===== src/rtl/s1_acc_pkg.sv =====
// Shared encodings for the S1 accumulator stage: the 2-bit mode code
// produced by the Actel-style decoder and the three-state FSM encoding.
package s1_acc_pkg;

    // Mode code {M1,M0}: 00 hold, 01 load, 10 increment, 11 decrement.
    typedef enum logic [1:0] {
        HOLD = 2'b00,
        LOAD = 2'b01,
        INC  = 2'b10,
        DEC  = 2'b11
    } mode_t;

    // Counter state: IDLE after reset, ACTIVE after a load, OVFL after wrap/saturation.
    typedef enum logic [1:0] {
        IDLE   = 2'b00,
        ACTIVE = 2'b01,
        OVFL   = 2'b10
    } state_t;

endpackage


===== src/rtl/s1_mode_dec.sv =====
// Actel-style mode decode: M1 = A1 | B1, M0 = A0. Purely combinational.
module s1_mode_dec
    import s1_acc_pkg::*;
(
    input  logic  i_a1,
    input  logic  i_b1,
    input  logic  i_a0,
    output mode_t o_mode
);

    logic w_m1;

    // Either upper select line requests a counting mode.
    assign w_m1   = i_a1 | i_b1;
    assign o_mode = mode_t'({w_m1, i_a0});

endmodule


===== src/rtl/s1_acc_stage.sv =====
// S1 accumulator stage: loadable up/down counter with a three-state FSM
// (IDLE / ACTIVE / OVFL), sticky overflow flag and combinational terminal
// count. Build option: define S1_ACC_SAT_EN to saturate instead of wrap at
// the counter limits; the overflow event is flagged either way.
module s1_acc_stage
    import s1_acc_pkg::*;
#(
    parameter int N = 4
) (
    input  logic         CLK,
    input  logic         CLRn,
    input  logic [N-1:0] DIN,
    input  logic         DIN_VALID,
    input  logic         A1,
    input  logic         B1,
    input  logic         A0,
    input  logic         EN,
    output logic [N-1:0] Q,
    output logic         Q_VALID,
    output logic         TC,
    output logic         OVF
);

    state_t       r_state;
    logic [N-1:0] r_q;
    logic         r_q_valid;
    logic         r_ovf;

    mode_t        w_mode;
    logic         w_active;
    logic         w_at_max;
    logic         w_at_zero;
    logic [N-1:0] w_q_up;
    logic [N-1:0] w_q_dn;

    s1_mode_dec u_mode_dec (
        .i_a1   (A1),
        .i_b1   (B1),
        .i_a0   (A0),
        .o_mode (w_mode)
    );

    assign w_active  = (r_state != IDLE);
    assign w_at_max  = (r_q == {N{1'b1}});
    assign w_at_zero = (r_q == '0);

`ifdef S1_ACC_SAT_EN
    // Saturating step: the limit value is held when the step would cross it.
    assign w_q_up = w_at_max  ? r_q : r_q + N'(1);
    assign w_q_dn = w_at_zero ? r_q : r_q - N'(1);
`else
    // Wrapping step: plain modulo-2^N arithmetic.
    assign w_q_up = r_q + N'(1);
    assign w_q_dn = r_q - N'(1);
`endif

    // FSM and datapath: load, count or hold on each enabled edge; async clear.
    // NOTE: every register here uses <= so all updates see the pre-edge values.
    always_ff @(posedge CLK or negedge CLRn) begin
        if (!CLRn) begin
            r_q       <= '0;
            r_state   <= IDLE;
            r_q_valid <= 1'b0;
            r_ovf     <= 1'b0;
        end else if (EN) begin
            case (w_mode)
                LOAD: begin
                    if (DIN_VALID) begin
                        r_q       <= DIN;
                        r_state   <= ACTIVE;
                        r_q_valid <= 1'b1;
                        r_ovf     <= 1'b0;
                    end
                end
                INC: begin
                    if (w_active) begin
                        r_q <= w_q_up;
                        if (w_at_max) begin
                            r_state <= OVFL;
                            r_ovf   <= 1'b1;
                        end
                    end
                end
                DEC: begin
                    if (w_active) begin
                        r_q <= w_q_dn;
                        if (w_at_zero) begin
                            r_state <= OVFL;
                            r_ovf   <= 1'b1;
                        end
                    end
                end
                default: ;
            endcase
        end
    end

    // Terminal count looks at the live mode inputs, so it reacts before the edge.
    assign TC = w_active && (((w_mode == INC) && w_at_max) ||
                             ((w_mode == DEC) && w_at_zero));

    assign Q       = r_q;
    assign Q_VALID = r_q_valid;
    assign OVF     = r_ovf;

endmodule


===== config.mk =====
export PLATFORM = sky130hd
export DESIGN_NAME = s1_acc_stage
export DESIGN_NICKNAME = d
export VERILOG_FILES = /design/src/rtl/s1_acc_pkg.sv /design/src/rtl/s1_mode_dec.sv /design/src/rtl/s1_acc_stage.sv
export SDC_FILE = /design/constraint.sdc
export NUM_CORES = 1
export LEC_CHECK = 0
export ABC_AREA = 1
export BUFFER_PORTS_ARGS = -buffer_cell sky130_fd_sc_hd__buf_2
export CORE_MARGIN = 8
export CORE_UTILIZATION = 40
export CTS_CLUSTER_DIAMETER = 60
export CTS_CLUSTER_SIZE = 30
export DETAILED_ROUTE_END_ITERATION = 7
export GPL_ROUTABILITY_DRIVEN = 0
export PLACE_DENSITY = 0.63
export SLEW_MARGIN = 25
export SYNTH_ARGS = -nofsm -noshare
export SYNTH_HDL_FRONTEND = slang
export SYNTH_SLANG_ARGS = --single-unit

===== constraint.sdc =====
create_clock -name CLK -period 2.7 [get_ports CLK]
set_input_delay 0.54 -clock CLK [delete_from_list [all_inputs] [get_ports CLK]]
set_output_delay 0.54 -clock CLK [all_outputs]
set_load 0.05 [all_outputs]

==> summary by stage, run 1 <==
Power and ir drop
For this design the ratio of total power to cell area is 1060 nW/um^2. The portion of total power attributed to combinational logic is 59.7%. The largest vdd supply drop is 0.428 mV.

The leakage component of the power is 0.000369 uW. Internal power comes to 335 uW. The clock network accounts for 12.5% of the total power. Summed over all nets, the switching power comes to 388 uW. Of the total power, the share spent switching nets is 53.6%. The sequential share of power is roughly 28%.

Route
For this block, wires on met1 add up to 572 um. Using the TritonRoute via totals, the vias-per-cell ratio works out to 4.79. The violation count after the first detailed-route iteration is 6. Routed signal wires occupy layers up through met4. Dividing the detail-routed wire length by the instance count gives 11.4 um.

The pre-antenna-repair detailed-routing pass consisted of 3 iterations. Wires add up to 1270 um. In the detailed route, the total length drawn on met2 is 615 um. The sum of met3 wire segment lengths after detailed routing is 76 um. The number of nets still failing antenna checks after routing is 0.

The number of design rule violations left after detail routing is 0. For this block, the via count after detailed routing is approximately 530.

Worst setup path
Together, buffers and inverters on the worst path number 2. The worst path required time is 2.16 ns. Along the worst path, the maximum fanout reaches 6.

In this run the number of cells on the critical path is 5. The capture instance of the worst register-to-register path is Q[2]. The critical path endpoint category is an output pin. The largest single stage delay on the critical path is 0.44 ns.

The reg-to-reg setup timing slack is 1.27 ns. The endpoint of the most critical setup path is TC. The slowest stage of the critical path is the dfrtp_1 cell. For the worst flop-to-flop path, the logic depth is 10. The arrival time at the worst endpoint is 1.43 ns. The critical path in this run is classified as reg -> out. The startpoint of the most critical register-to-register path is Q[1]. Traced cell by cell, the critical path runs through inv_1 > nand4_1 > nor2_1 > o21a_1 > buf_2. The startpoint class of the critical path is a register. In this run the worst setup path begins at Q[0]. Grouping stages by cell kind, the critical path spends the most delay in flip-flops.

Synthesis
Counting every instance in the synthesized netlist gives 75. Summing the areas of all xor and xnor instances in the mapped netlist gives 3.19% of the synthesized area. Summing the areas of all and, or, nand and nor instances in the mapped netlist gives about 43% of the synthesized area.

The synthesized netlist devotes 10.7% of its cell area to compound gates. The share of synthesized area spent on multiplexers is 0%. The register bit total from synthesis is 7. dfrtp_1 takes more of the synthesized area than any other cell. The largest family of logic cells by synthesized area is simple AND/OR/NAND/NOR gates. Summing the areas of all fa, ha and maj instances in the mapped netlist gives 2.28% of the synthesized area.

After synthesis the cells add up to around 550 um^2. The number of distinct library cells after synthesis is 24. The portion of the post-synthesis area used by sequential elements is around a third. The share of synthesized area in the top cell type comes to 31.9%.

The average size of a mapped cell is about 7.3 um^2. Counting every net in the synthesized netlist gives 87. Yosys attributes the largest share of cell area to dfrtp_1 32%, nand2_1 12%, nand2_4 6.2%. The count of yosys warnings during synthesis is 0.

Global routing
The initial antenna violation count came to 0. The first-pass GRT wire length is around 2200 um. After global routing the overflow that remains totals 0. Global routing used approximately a tenth of the available tracks across all layers. The number of global-route vias before repair came to 494. Entering global routing, the biggest net connects 9 pins.

STA
The count of pins over their slew limit came to 0. The accumulated negative setup slack is 0 ns. The shortest period the worst path allows is 1.97 ns. The worst pin sits at a relative slew slack of a little over four fifths. Timing would allow up to ~510 MHz. The share of the clock period used by the worst path after layout is between 70% and 80%. The slew at the pin closest to its max-slew limit is 0.241 ns. The count of endpoints failing hold in the final timing report is 0. Setup violations remaining at the end of the flow were counted as 0. Setup repair after global routing left no endpoint under its margin. The final clock skew is 0.00141 ns.

Floorplan
After floorplanning, the core was sized to cover 1280 um^2. The die outline area is 2810 um^2. The number of ports placed on the die boundary is 18. The die is 53.1 um wide. The die outline height is 53.1 um. The floorplan has 13 rows. The initial utilization of the core area, before any placement, comes to 42.7%.

Clocking
The H-tree level count is 1. The number of gates resized after cts is 0. The clock slew at the register clock pins of the worst setup and hold paths is 0.05 ns. The cell sitting at the root of the clock tree is a clkbuf_4. For the worst-skew pair, the clock arrives at the later sink with an insertion delay of between 0.2 and 0.25 ns. TritonCTS built the clock tree. The number of clock sinks is 7.

The count of buffers added by post-CTS timing repair for setup is 0. The number of clock buffers added by TritonCTS is 3. The clock passes through at most 2 buffers. In this run, post-CTS hold repair placed 0 buffers.

Hold path
The tightest min-delay check is of the in -> async type.

Place
The count of buffers from port buffering is 17. The placed instances occupy a cell area of 653 um^2. Detailed placement ended at an HPWL of 1090 um.

Final layout
The number of antenna diodes is 0. The sequential cell area is 175 um^2. The number of nets in the finished design is 109. The share of layout cells above drive strength 1 is 38.5%. The growth of design area from synthesis to finish is 23.7%. In the final layout, the multi-input gates occupy around 330 um^2.

With fillers left out, the area of the finished cells amounts to 679 um^2. The final-layout fill cell count is 129.

Run
The max-cap check violation count is 0.

Status
The flow ran to the end, and the final reports show no timing, DRC or antenna violations.
-- metal layers --
layer,up-vias,GRT usage [%]
met4,0,5.88
met1,237,11.2
li1,285,-
met3,2,4.48
met5,-,0
met2,8,16.0
-- power groups by stage --
stage | Sequential, uW | Combinational (uW) | Clock [uW]
floorplan | 321 | 214 | 0
finish | 201 | 431 | 90.1
CTS | 201 | 437 | 94.8
global placement | 200 | 434 | 0
global route | 211 | 480 | 104
detailed placement | 203 | 435 | 0
-- kinds of logic (layout without fill, tap and decap cells) --
kind of cell / Yosys count / in the layout
AND/OR/NAND/NOR: 42 / 42
XOR/XNOR: 2 / 2
AO/OA/AOI/OAI: 10 / 10
buffers and inverters: 13 / 34
adder cells (fa/ha/maj): 1 / 1
flip-flops: 7 / 7
-- synthesized netlist by cell type, drive strengths merged --
cell,number
nor2,8
nand4,3
o22ai,1
dfrtp,7
xor2,1
inv,13
nand2,22
a31oi,1
nor3,1
or2,1
ha,1
nand3,7
o21ai,7
o21a,1
xnor2,1
-- cell usage in the layout (no fill, tap or decap), drive strengths merged --
master and count:
dfrtp 7, buf 17, o21ai 7, nor3 1, xor2 1, nand2 22, nor2 8, nand4 3
clkbuf 4, inv 13, or2 1, o22ai 1, xnor2 1, o21a 1, nand3 7, ha 1
a31oi 1
-- per-stage QoR --
step	worst slack [ns]	instances	hold WS, ns	total power (uW)	utilization (%)
floorplan	0.722	75	0.244	535	-
global placement	0.811	107	0.378	634	50.8
detailed placement	0.789	107	0.380	638	50.8
CTS	0.728	111	0.111	733	52.9
global route	0.599	111	0.108	795	52.9
finish	0.732	111	0.118	723	52.9
-- registers in the layout, summed over array words and instances (netlist names) --
name     cells
Q_VALID      1
r_state      2
Q            4
-- how the worst min path moves through the flow --
stage,slack [ns],to,start,depth (start not counted)
2_1_floorplan,0.24,Q[0],CLRn,0
3_3_place_gp,0.38,r_state[1],CLRn,1
3_5_place_dp,0.38,r_state[1],CLRn,1
4_1_cts,0.11,Q_VALID,CLRn,1
5_1_grt,0.11,r_state[1],CLRn,1
6_report,0.12,Q_VALID,CLRn,1
-- area by class of cell --
cell class                      instances  share of cell area (%)
Tap cell                               15                    2.76
Inverter                               13                    7.18
Multi-Input combinational cell         55                    47.9
Timing Repair Buffer                   17                    12.5
Clock buffer                            4                    3.87
Sequential cell                         7                    25.8
-- worst register-to-register path: cells and delay by family (launching register included) --
family | cells | cell delay, ns
xor+xnor | 1 | 0.12
simple gates | 4 | 0.32
buf+inv | 3 | 0.20
fa+ha+maj | 1 | 0.16
flops | 1 | 0.44
compound gates | 1 | 0.07
Power figures use the tool's default switching activity.
==> run 2, diff against run 1 <==
clock period = 2 ns   (was 2.7 ns; I/O delays follow)
==> run 2 against run 1 <==
  * Clock skew is 0.0032 ns higher
  * Register-to-register slack got worse by 0.67 ns
  * Final cell count rose by 0.90%
  * Die area unchanged
  * Critical endpoint unchanged
  * Largest cell class unchanged
  * Highest routed layer is now met3
==> summary by stage, run 2 (synthesized netlist as in run 1, its figures left out) <==
Worst setup path
The cell family contributing the most delay on the critical path is flip-flops (unchanged). The critical path endpoint category was an output pin (unchanged). The startpoint class of the critical path was a register (unchanged).

The reg-to-reg setup timing slack is 0.60 ns (was 1.27 ns). The worst path required time is 1.60 ns (was 2.16 ns). The depth of the worst register-to-register path was 10 (unchanged). The largest incremental delay on the critical path came to 0.44 ns (about the same). The capture instance of the worst register-to-register path was Q[2] (unchanged). The sum of buffers and inverters on the critical path is 2 (unchanged). Cell-by-cell listing of the critical path: inv_1 > nand4_1 > nor2_1 > o21a_1 > buf_2 (unchanged). The arrival time at the worst endpoint came to 1.40 ns (was 1.43 ns). The critical path class is reg -> out (unchanged).

The maximum fanout along the worst path is 6 (unchanged). The slowest cell on the critical path was dfrtp_1 (unchanged). The startpoint of the most critical register-to-register path is Q[1] (unchanged).

Global routing
The remaining global-route overflow is 0 (unchanged). The first-pass GRT wire length is 1950 um (was 2190 um). The pin count of the biggest net entering global routing is 9 (unchanged). The number of global-route vias before repair was 483 (was 494). The initial antenna violation count is 0 (unchanged). The combined global-route utilization of all metal layers came to 9.11% (was 10.2%).

STA
The count of endpoints failing setup in the final report is 0 (unchanged). The count of endpoints failing hold in the final timing report is 0 (unchanged). The worst-case headroom to the max-slew limit was 83.6% (was 83.9%). Timing would allow up to 557 MHz. The final clock skew is 0.00463 ns (was 0.00141 ns). The count of pins over their slew limit was 0 (unchanged). The slew at the pin closest to its max-slew limit is 0.245 ns (was 0.241 ns). The share of the clock period used by the worst path after layout is 89.8%.

The routed design could run at a clock period as short as 1.80 ns. Unrepaired setup endpoints after global routing: false (unchanged). The accumulated negative setup slack is 0 ns (unchanged).

Clocking
The TritonCTS clock tree is done (unchanged). The number of clock sinks is 7 (unchanged). The number of buffers added by the clock tree synthesis step is 3 (unchanged). The count of buffers added by post-CTS timing repair for setup is 0 (unchanged). The H-tree level count is 1 (unchanged). The buffer levels on the longest clock path is 2 (unchanged).

The count of hold buffers inserted by post-cts repair came to 1 (was 0). The later-pin clock latency in the skew report is 0.25 ns (was 0.24 ns). The clock slew at the register clock pins of the worst setup and hold paths was 0.05 ns (about the same).

The library cell used as clock root buffer is clkbuf_4 (unchanged). The number of gates resized after cts is 0 (unchanged).

Final layout
The share of layout cells above drive strength 1 was 38.1% (was 38.5%). The number of antenna diodes is 0 (unchanged). The growth of design area from synthesis to finish is 25.5% (was 23.7%). The summed area of non-filler cells in the final layout came to 689 um^2 (was 679 um^2). Most frequent cells in the layout: 18 x nand2_1, 17 x buf_2, 8 x inv_1 (unchanged). The number of flip-flops under the largest register name was 4 (unchanged). The most common cell after layout, fill and taps aside was nand2_1 (unchanged). The number of nets in the finished design is 110 (was 109). The post-route non-filler standard cell count is 112 (was 111).

Hold path
The classification of the worst-slack hold path is in -> reg (was in -> async). Counting instances, the worst hold path has a depth of 3. The startpoint of the tightest hold check path is DIN[1]. For hold timing, the worst endpoint is Q[1].

Place
The count of buffers from port buffering is 17 (unchanged). The cell count after placement is 107 (unchanged). The cell area after placement is 653 um^2 (unchanged). The detailed placer's ending HPWL is 1010 um (was 1090 um).

Route
The final wirelength came to 1170 um (was 1270 um). The number of iterations in the first detailed-routing pass is 4 (was 3). The number of nets still failing antenna checks after routing is 0 (unchanged).

The post-detailed-route via-to-cell ratio is 4.71 (was 4.79). The routed via count is 527 (was 532). The average wire length per cell after detail routing is 10.4 um (was 11.4 um). The violation count after the first detailed-route iteration is 8 (was 6).

The number of design rule violations left after detail routing is 0 (unchanged).

Floorplan
The row count is 13 (unchanged). The starting density of the core came to 42.7% (unchanged). The area of the core is 1280 um^2 (unchanged). The floorplan die width was 53.1 um (unchanged). The number of ports placed on the die boundary was 18 (unchanged).

The die outline height was 53.1 um (unchanged). The die outline area was 2810 um^2 (unchanged).

Power and ir drop
The leakage component of the power came to 0.000373 uW (was 0.000369 uW). The power density relative to cell area is 1410 nW/um^2 (was 1060 nW/um^2). The largest vdd supply drop is 0.693 mV (was 0.428 mV).

Status
Status: finished clean (unchanged).

Run
The max-cap check violation count came to 0 (unchanged).
-- run 2: worst max path at each step --
stage | from | to | slack, ns | cells after the start
floorplan | Q[1] | TC | 0.16 | 3
global placement | B1 | Q[2] | 0.36 | 11
detailed placement | B1 | Q[2] | 0.32 | 11
CTS | Q[0] | TC | 0.18 | 5
global route | Q[0] | TC | 0.09 | 5
finish | Q[0] | TC | 0.20 | 5
-- run 2: metal layers --
layer / part of all wire, % / vias up / global-route usage, %
met2: 48 / 8 / 14.1
met1: 49 / 232 / 10.6
met5: 0 / - / 0
met4: 0 / 0 / 5.04
li1: - / 287 / -
met3: 3.6 / 0 / 3.36
-- run 2: layout make-up --
cell class,instances,area [um^2]
clock buffer,4,26.3
fill,138,596
inverter,13,48.8
multi-input combinational,55,325
sequential,7,175
tap,15,18.8
timing repair buffer,18,95.1
-- run 2: metrics by stage --
stage	util [%]	total power, uW	setup slack, ns	hold WS, ns
2_1_floorplan	-	722	0.162	0.104
3_3_place_gp	50.8	848	0.361	0.239
3_5_place_dp	50.8	853	0.325	0.239
4_1_cts	53.7	986	0.180	0.408
5_1_grt	53.7	1070	0.0938	0.426
6_report	53.7	970	0.205	0.420
-- run 2: worst register-to-register path: stages, from the launching register on --
cell and delay [ns]:
dfrtp_1 0.44, inv_1 0.09, nand2_1 0.07, nand2_1 0.09, inv_1 0.05, ha_1 0.16, inv_1 0.04, nand2_1 0.05
xnor2_1 0.12, nor2_1 0.09, o22ai_1 0.07
-- run 2: power by group --
part / internal [uW] / switching [uW] / total [uW]
clock network: 75.9 / 48.0 / 124
registers: 199 / 69.1 / 268
logic: 179 / 398 / 578
total: 455 / 516 / 970
==> run 3, diff against run 2 <==
clock period = 1.9 ns   (was 2 ns; I/O delays follow)
==> run 3 against run 2 <==
  * Die area unchanged
  * Register-to-register slack worse by 0.10 ns
  * Via count grew 2.8%
  * Utilization is 0.58 points higher
  * Clock skew is 0.0058 ns higher
  * Combinational power up 6.4%
  * Sequential power increased by 6%
  * First-iteration DRC count grew 38%
  * Highest routed layer unchanged
==> summary by stage, run 3 (synthesized netlist as in run 1, its figures left out) <==
Route
The average wire length per cell after detail routing came to 11.1 um (was 10.4 um). The post-detailed-route via-to-cell ratio is 4.80 (was 4.71). The number of nets still failing antenna checks after routing came to 0 (unchanged).

The routed via count was 542 (was 527). The number of design rule violations left after detail routing is 0 (unchanged). The number of iterations in the first detailed-routing pass came to 4 (unchanged). The violation count after the first detailed-route iteration is 11 (was 8). The final wirelength is 1260 um (was 1170 um).

Worst setup path
The maximum fanout along the worst path came to 6 (unchanged). The critical path endpoint category is an output pin (unchanged). The critical path class is reg -> out (unchanged). The largest incremental delay on the critical path was 0.44 ns (about the same). The worst path required time is 1.52 ns (was 1.60 ns).

The startpoint class of the critical path is a register (unchanged). Cell-by-cell listing of the critical path: inv_1 > nand4_1 > nor2_1 > o21a_1 > buf_2 (unchanged). The arrival time at the worst endpoint is 1.42 ns (was 1.40 ns). The slowest cell on the critical path is dfrtp_1 (unchanged).

STA
Unrepaired setup endpoints after global routing: false (unchanged). The setup slack after layout is 0.102 ns (was 0.205 ns). The worst hold-check slack was 0.391 ns (was 0.420 ns). The worst path uses between 90 and 100% of the clock period. The accumulated negative setup slack came to 0 ns (unchanged).

The count of endpoints failing setup in the final report is 0 (unchanged). The final clock skew is 0.0104 ns (was 0.00463 ns). The smallest clock period supported by the final layout is computed as 1.80 ns.

The count of endpoints failing hold in the final timing report is 0 (unchanged). The slew at the pin closest to its max-slew limit is 0.250 ns (was 0.245 ns). The fmax is ~560 MHz. The count of pins over their slew limit is 0 (unchanged).

The worst-case headroom to the max-slew limit is 83.4% (was 83.6%).

Final layout
The number of flip-flops under the largest register name was 4 (unchanged). The most common cell after layout, fill and taps aside is nand2_1 (unchanged). The number of nets in the finished design is 111 (was 110). Most frequent cells in the layout: 18 x nand2_1, 17 x buf_2, 8 x inv_1 (unchanged). The growth of design area from synthesis to finish is 26.9% (was 25.5%). The share of layout cells above drive strength 1 is 38.8% (was 38.1%). The number of antenna diodes is 0 (unchanged).

Power and ir drop
The leakage component of the power is 0.000378 uW (was 0.000373 uW). The largest vdd supply drop is 0.744 mV (was 0.693 mV). The power density relative to cell area is 1480 nW/um^2 (was 1410 nW/um^2).

Global routing
The first-pass GRT wire length came to 2080 um (was 1950 um). The initial antenna violation count is 0 (unchanged). The remaining global-route overflow was 0 (unchanged). The pin count of the biggest net entering global routing is 9 (unchanged). The number of global-route vias before repair came to 522 (was 483).

The combined global-route utilization of all metal layers came to 9.62% (was 9.11%).

Place
The count of buffers from port buffering is 17 (unchanged). The post-place setup slack is 0.245 ns (was 0.325 ns). The detailed placer's ending HPWL came to 1080 um (was 1010 um).

Clocking
The library cell used as clock root buffer is clkbuf_4 (unchanged). The buffer levels on the longest clock path was 2 (unchanged). The TritonCTS clock tree is done (unchanged). The later-pin clock latency in the skew report was 0.25 ns (about the same). The number of buffers added by the clock tree synthesis step is 3 (unchanged). The H-tree level count was 1 (unchanged). The count of hold buffers inserted by post-cts repair is 1 (unchanged). The count of buffers added by post-CTS timing repair for setup is 0 (unchanged).

The number of gates resized after cts is 0 (unchanged). The number of clock sinks is 7 (unchanged). The clock slew at the register clock pins of the worst setup and hold paths is 0.06 ns (was 0.05 ns).

Floorplan
The row count is 13 (unchanged). The die outline area was 2810 um^2 (unchanged). The number of ports placed on the die boundary came to 18 (unchanged).

The floorplan die width was 53.1 um (unchanged). The starting density of the core came to 42.7% (unchanged). The area of the core is 1280 um^2 (unchanged). The die outline height came to 53.1 um (unchanged).

Status
Status: finished clean (unchanged).

Run
The max-cap check violation count is 0 (unchanged).

Hold path
The classification of the worst-slack hold path is in -> reg (unchanged).
run 3: metal layers:
metal | up-vias | track usage [%] | wire (um)
met5 | - | 0 | 0
li1 | 288 | - | -
met1 | 244 | 10.6 | 573
met2 | 10 | 16.0 | 621
met3 | 0 | 3.92 | 61
met4 | 0 | 3.78 | 0
run 3: critical path, delay by kind of cell, from the launching register on:
family | cells | cell delay, ns
AOI/OAI and AO/OA | 1 | 0.12
and+or+nand+nor | 2 | 0.24
buffers and inverters | 2 | 0.38
DFF | 1 | 0.44
run 3: cell type report:
class	instances	area, um^2
inverters	13	48.8
clock buffers	4	26.3
repair buffers	19	103
flip-flops and latches	7	175
multi-input cells	55	325
well taps	15	18.8
fillers	129	588
run 3: through the flow:
| step | utilization (%) | cell area (um^2) | power, uW | cells |
|---|---|---|---|---|
| after floorplan | - | 549 | 760 | 75 |
| after global placement | 51.4 | 661 | 894 | 108 |
| after detailed placement | 51.4 | 661 | 904 | 108 |
| after CTS | 54.2 | 697 | 1040 | 113 |
| after global routing | 54.2 | 697 | 1110 | 113 |
| final | 54.2 | 697 | 1030 | 113 |
run 3: worst paths after layout:
kind	slack, ns	depth (start not counted)	end	start
hold / removal	0.39	3	Q[1]	DIN[1]
setup reg to reg	0.50	10	Q[2]	Q[1]
min in group asynchronous	0.49	2	Q[0]	CLRn
setup / recovery	0.10	5	TC	Q[0]
max in group asynchronous	1.25	2	r_state[0]	CLRn
hold reg to reg	0.47	2	r_state[0]	r_state[0]
run 3: power breakdown:
group          internal (uW)  leakage (uW)  switching [uW]
clock                   80.0     0.0000150            51.5
sequential               210     0.0000817            73.2
combinational            189      0.000281             425
